==> src/rtl/div.sv <==
// Multi-cycle 32-bit restoring divider for DIV/DIVU: one quotient bit per cycle,
// returns {remainder, quotient} with a registered ready flag held until start drops.
//
// state    | meaning
// S_FREE   | idle, waiting for start without annul
// S_BYZERO | divisor was zero, result of 0 presented on next edge
// S_ON     | iterating, cnt counts steps 0..32
// S_END    | result presented, held while start stays high
module div (
  input  logic        clk,
  input  logic        rst,
  input  logic        signed_div_i,
  input  logic [31:0] opdata1_i,
  input  logic [31:0] opdata2_i,
  input  logic        start_i,
  input  logic        annul_i,
  output logic [63:0] result_o,
  output logic        ready_o
);

  typedef enum logic [1:0] {S_FREE, S_BYZERO, S_ON, S_END} state_t;

  state_t      state, state_nxt;
  logic [5:0]  cnt, cnt_nxt;
  logic [64:0] work, work_nxt;
  logic [31:0] dvs, dvs_nxt;
  logic        neg_q, neg_q_nxt;
  logic        neg_r, neg_r_nxt;
  logic [63:0] result_nxt;
  logic        ready_nxt;

  logic [31:0] mag1, mag2;
  logic [32:0] diff;
  logic [31:0] quo, rem;

  // 0x80000000 negates to itself and is then used as an unsigned magnitude
  assign mag1 = (signed_div_i && opdata1_i[31]) ? (~opdata1_i + 32'd1) : opdata1_i;
  assign mag2 = (signed_div_i && opdata2_i[31]) ? (~opdata2_i + 32'd1) : opdata2_i;
  assign diff = {1'b0, work[63:32]} - {1'b0, dvs};
  assign quo  = work[31:0];
  assign rem  = work[64:33];

  always_ff @(posedge clk or posedge rst) begin
    if (rst) begin
      state    <= S_FREE;
      cnt      <= 6'd0;
      work     <= 65'd0;
      dvs      <= 32'd0;
      neg_q    <= 1'b0;
      neg_r    <= 1'b0;
      result_o <= 64'd0;
      ready_o  <= 1'b0;
    end else begin
      state    <= state_nxt;
      cnt      <= cnt_nxt;
      work     <= work_nxt;
      dvs      <= dvs_nxt;
      neg_q    <= neg_q_nxt;
      neg_r    <= neg_r_nxt;
      result_o <= result_nxt;
      ready_o  <= ready_nxt;
    end
  end

  always_comb begin
    state_nxt  = state;
    cnt_nxt    = cnt;
    work_nxt   = work;
    dvs_nxt    = dvs;
    neg_q_nxt  = neg_q;
    neg_r_nxt  = neg_r;
    result_nxt = result_o;
    ready_nxt  = ready_o;

    case (state)
      S_FREE: begin
        if (start_i && !annul_i) begin
          if (opdata2_i == 32'd0) begin
            state_nxt = S_BYZERO;
          end else begin
            state_nxt = S_ON;
            cnt_nxt   = 6'd0;
            work_nxt  = {32'd0, mag1, 1'b0};
            dvs_nxt   = mag2;
            neg_q_nxt = signed_div_i && (opdata1_i[31] ^ opdata2_i[31]);
            neg_r_nxt = signed_div_i && opdata1_i[31];
          end
        end
      end

      S_BYZERO: begin
        if (annul_i) begin
          state_nxt  = S_FREE;
          cnt_nxt    = 6'd0;
          ready_nxt  = 1'b0;
          result_nxt = 64'd0;
        end else begin
          state_nxt  = S_END;
          result_nxt = 64'd0;
          ready_nxt  = 1'b1;
        end
      end

      S_ON: begin
        if (annul_i) begin
          state_nxt  = S_FREE;
          cnt_nxt    = 6'd0;
          ready_nxt  = 1'b0;
          result_nxt = 64'd0;
        end else if (cnt < 6'd32) begin
          if (diff[32]) work_nxt = {work[63:0], 1'b0};
          else          work_nxt = {diff[31:0], work[31:0], 1'b1};
          cnt_nxt = cnt + 6'd1;
        end else begin
          result_nxt = {(neg_r ? (~rem + 32'd1) : rem), (neg_q ? (~quo + 32'd1) : quo)};
          ready_nxt  = 1'b1;
          state_nxt  = S_END;
        end
      end

      S_END: begin
        if (!start_i || annul_i) begin
          state_nxt  = S_FREE;
          ready_nxt  = 1'b0;
          result_nxt = 64'd0;
        end
      end

      default: state_nxt = S_FREE;
    endcase
  end

endmodule

==> config.mk <==
export PLATFORM = sky130hd
export DESIGN_NAME = div
export DESIGN_NICKNAME = d
export VERILOG_FILES = /design/src/rtl/div.sv
export SDC_FILE = /design/constraint.sdc
export NUM_CORES = 1
export LEC_CHECK = 0
export CORE_ASPECT_RATIO = 1.2
export CORE_MARGIN = 5
export CORE_UTILIZATION = 55
export CTS_BUF_LIST = sky130_fd_sc_hd__clkbuf_4 sky130_fd_sc_hd__clkbuf_8
export DETAILED_ROUTE_END_ITERATION = 6
export PLACE_DENSITY = 0.85
export SLEW_MARGIN = 20
export SYNTH_ARGS = -nofsm -noshare
export SYNTH_HDL_FRONTEND = slang
export SYNTH_SLANG_ARGS = --single-unit
==> constraint.sdc <==
create_clock -name clk -period 7.4 [get_ports clk]
set_clock_uncertainty 0.2 [all_clocks]
set_input_delay 1.11 -clock clk [delete_from_list [all_inputs] [get_ports clk]]
set_output_delay 1.11 -clock clk [all_outputs]
set_load 0.02 [all_outputs]
======== Yosys cells after proc, flatten, opt, wreduce, memory -nomap -nowiden ========
Index checks and enable logic that the tools add are counted.
storage, ports and cells
  word-level logic and storage cells ...... 81
  register bits after elaboration ......... 172
  bits of input ports ..................... 69
operators by class
  order comparisons ....................... 1
  reduce and logical (&&, ||, !) cells .... 17
  mux-type cells .......................... 32
  $add $sub $neg .......................... 6
  bitwise gates (word level) .............. 6
  equal/unequal tests ..................... 11
operator list
  cell                   count
  $mux 65                5
  $mux 64                3
  $pmux 64 s3            1
  $pmux 65 s2            1
  $add 32x1->32 const B  4
  $mux 32                4
  $not 32->32            4
  $sub 32x32->33         1
  $logic_not 32->1       1
  $mux 6                 5
  $pmux 6 s3             1
  $mux 2                 6
  $ne 2x2->1 const B     6
  $reduce_and 5->1       2
  $reduce_and 3->1       3
  $pmux 2 s4             1
  $add 6x1->6 const B    1
  $lt 6x6->1 const B     1
  $ne 3x3->1 const B     2
  $reduce_bool 3->1      2
  $eq 2x2->1 const B     2
  $logic_and 1x1->1      4
  $mux 1                 4
  $pmux 1 s3             1
  other kinds (7)        8

======== Logic depth before layout (Yosys ltp) ========
  depth after elaboration ................. 6
  depth in mapped cells ................... 13

======== Least setup slack after synthesis ========
No wires, ideal clock.
  path type ............................... input to register
  start ................................... input port opdata2_i[9]
  end ..................................... register work[43]
  setup slack ............................. 3.835 ns
  buffers on the path ..................... 2
  library setup time ...................... 0.122 ns
  stages on the path ...................... 9
  arrival ................................. 3.244 ns
  cells stage by stage .................... nor4_1 -> nor4b_2 -> nand4_2 -> o311ai_4 -> o32ai_2 -> and2_0 -> buf_2 -> buf_4 -> a32o_1
on the way
  cells in the longest elaborated chain, start to end .. 3
RTL lines
  element                     line  RTL
  from (decl)                 14    input logic [31:0] opdata2_i,
  $logic_not 32->1            78    if (opdata2_i == 32'd0) begin
  $ne 2x2->1 (no line)        n/a
  $reduce_and 5->1 (no line)  n/a
  to (signal assigned)        56    work <= work_nxt;
  to (decl)                   25    logic [64:0] work, work_nxt;
Every way passes these cells.
A chain may end at the register's enable or synchronous reset.

======== Worst setup path after layout ========
  start ................................... input port opdata2_i[8]
  end ..................................... register work[2]
The elaborated chain is that of the path after synthesis.

==> impl_metrics.csv <==
group,metric,value,unit
logic_synthesis,yosysWarningCount,0,
die,die_x,142.8,um
min_path,hold_class,"flip-flop to flip-flop",
cells_and_area,drive_above_1_share,4.500,%
timing,hold_ws,279.1,ps
job,max-cap-violations,0,
cells_and_area,final_util,64.52,%
worst_setup_path,cp-end-kind,"flip-flop",
pwr,p_leak,0.005820,uW
global_routing,grt_pass1_vias,9969,
drt,dr_total_vias,10620,
placed_design,placed_area,0.01305,mm^2
drt,antenna_left,0,
timing,timing.final.crit_share,62.57,%
die,row_count,58,
pwr,p_sw_share,48.48,%
worst_setup_path,path_delay_family,"compound AO/OA/AOI/OAI gates",
cts,clock_latency,470,ps
worst_setup_path,cp.required,7530,ps
drt,wl,30180,um
drt,wire_per_inst,17.16,um
cts,cts_htree_levels,4,
die,io_pins,134,
logic_synthesis,syn_inst,1398,
worst_setup_path,cpMaxStageDelayCell,"o32a_2",
timing,hold_viol_final,0,
worst_setup_path,cp_data_arrival_time,4760,ps
logic_synthesis,ys_async_sr_fraction,100.0,%
pwr,irDropWorstVdd,0.2134,mV
placed_design,hpwl,22120,um
timing,setup_ws,2770,ps
logic_synthesis,avgSynthCellArea,8.324,um^2
timing,slew_headroom,31.89,%
die,coreArea,0.02090,mm^2
pwr,p_int,2846,uW
worst_setup_path,critPathMaxFanout,49,
logic_synthesis,synth-seq-cells,172,
timing,period_minus_slack,4630,ps
cells_and_area,multiInputGateArea,0.006810,mm^2
timing,maxSlewViolCount,0,
placed_design,port_buffers,133,
logic_synthesis,yosysUniqueCellTypes,75,
global_routing,grt-ovfl-total,0,
logic_synthesis,synthesis.nets,1511,
logic_synthesis,syn-cell-area,0.01164,mm^2
cts,cts.path.max_buffers,2,
worst_setup_path,critical_path_class,"primary input to flip-flop",
cells_and_area,stdcell_area,0.01348,mm^2
cells_and_area,fill_cells,1803,
placed_design,place.gp.congestion,0.9301,
pwr,cellPowerDensity,409.7,mW/mm^2
worst_setup_path,cp_cell_sequence,"clkdlybuf4s50_1 -> nor4_1 -> nor4b_2 -> nand4_2 -> o311ai_4 -> o32a_2 -> buf_4 -> o21ai_0",
pwr,power_switching,2678,uW
timing,setup_viol,0,
logic_synthesis,synth_top_cell_area_share,36.99,%
cells_and_area,final-seq-area,0.004304,mm^2
global_routing,grt_start_max_net_pins,118,
cts,cts_setup_buffers,0,
worst_setup_path,cp_slowest_stage_delay,850,ps
drt,first_pass_iters,5,
logic_synthesis,synth_flop_cell,"dfrtp_1",
cts,clkSlewWorstSetupHoldPaths,90,ps
cells_and_area,layout_commonest_cell,"nand2_1",
die,die_height,169.3,um
timing,rsz0062_at_grt,"no",
drt,drc_errors,0,
die,start_util,55.68,%
worst_setup_path,critPathLaunchType,"primary input",
cts,cts_resized,0,
cts,holdBufCountCts,0,
timing,fin_setup_tns,0,ps
cts,cts_tree,"built",
global_routing,grt_pass1_wl,49720,um
drt,viasPerCell,6.035,
die,die_area,0.02418,mm^2
logic_synthesis,synth_edf_count,0,
cells_and_area,nets,1589,
cts,root_buffer,"clkbuf_8",
pwr,p_clk_share,12.6,%
timing,worst_pin_slew,1022,ps
drt,drt_iter0_drc,711,
cts,cts_num_sinks,172,
cts,cts-buffers-inserted,17,
global_routing,antenna_found_initial,0,
pwr,combPwrFrac,57.2,%
pwr,p_seq_share,30.2,%
worst_setup_path,path_buf_inv,2,
global_routing,grt_use_total,24.92,%
outcome,status,"completed",
logic_synthesis,synthTopCellsByArea,"dfrtp_1, o21ai_0, xor2_1",
timing,max_freq,0.2160,GHz
cells_and_area,diodes,0,
cells_and_area,layout_common_cells,"nand2_1, o21ai_0, dfrtp_1, clkdlybuf4s50_1",
placed_design,pre_cts_ws,2347,ps
cells_and_area,area_growth,15.87,%
logic_synthesis,synth_top_cell_by_area,"dfrtp_1",
logic_synthesis,yosysSeqAreaShare,36.99,%
path summary, 6_finish.rpt:
| kind | slack, ps | endpoint | cells after the start | startpoint |
|---|---|---|---|---|
| min in group asynchronous | 1000 | result_o[15] | 2 | rst |
| min reg2reg | 280 | result_o[9] | 2 | result_o[9] |
| max | 2770 | work[2] | 8 | opdata2_i[8] |
| max in group asynchronous | 4750 | work[35] | 3 | rst |
| max reg2reg | 3260 | work[57] | 11 | work[32] |
| min | 280 | result_o[9] | 2 | result_o[9] |
registers in the layout, indices dropped and copies added (netlist names):
register  count
state         2
dvs          32
result_o     64
neg_r         1
ready_o       1
neg_q         1
work         65
cnt           6
logic make-up (layout without fill, tap and decap cells):
family          after synthesis  count (layout)  synth area share, %
compound gates              428             428                22.92
xor+xnor                    143             143                10.76
fa+ha+maj                    44              44                4.795
buf+inv                     139             230                4.731
flops                       172             172                36.99
mux                           8               8               0.6881
simple gates                464             464                19.12
layout make-up:
class | count | area share [%]
multi-input combinational | 1087 | 50.51
sequential | 172 | 31.92
timing repair buffer | 142 | 10.37
tap | 270 | 2.505
clock buffer | 19 | 1.939
inverter | 56 | 1.615
clock inverter | 13 | 1.141
per-stage QoR:
| step | total power (uW) | instances |
|---|---|---|
| after global placement | 4702 | 1727 |
| after floorplan | 3887 | 1398 |
| after detailed placement | 4801 | 1727 |
| after global routing | 5980 | 1759 |
| after CTS | 5505 | 1759 |
| final | 5524 | 1759 |
synth_stat cells, drive strengths merged, types with 6 or more instances:
master and count:
nand2 206, o21ai 174, dfrtp 172, a21oi 97
xor2 94, nor2 79, clkbuf 63, inv 56
o31ai 49, xnor2 49, ha 43, nand3 28
nor3 24, and3 22, or3 21, buf 20
o41ai 17, nand2b 14, a21o 13, nor4 13
a31oi 12, a221o 11, and2 11, or4 11
nand4 10, o211ai 9, mux2i 8, nor2b 7
a32o 6
tightest hold or removal path, stage by stage (launching register included):
cell and delay [ps]:
dfrtp_1 350, nand2_1 40, o21ai_0 60
power by group through the flow:
stage               Sequential, uW  Clock [uW]  Combinational [uW]
floorplan                     1680           0                2210
global placement              1660           0                3040
detailed placement            1680           0                3120
global route                  1720         747                3510
CTS                           1660         708                3140
finish                        1670         695                3160
per-layer routing:
metal | routed length (um) | part of all wire (%) | track usage [%]
met5 | 0 | 0 | 0
met4 | 727 | 2.4 | 8.433
met3 | 2176 | 7.2 | 3.692
met2 | 14470 | 48 | 40.70
met1 | 12800 | 42 | 34.08
Note: power is estimated with default switching activity, not from simulation.
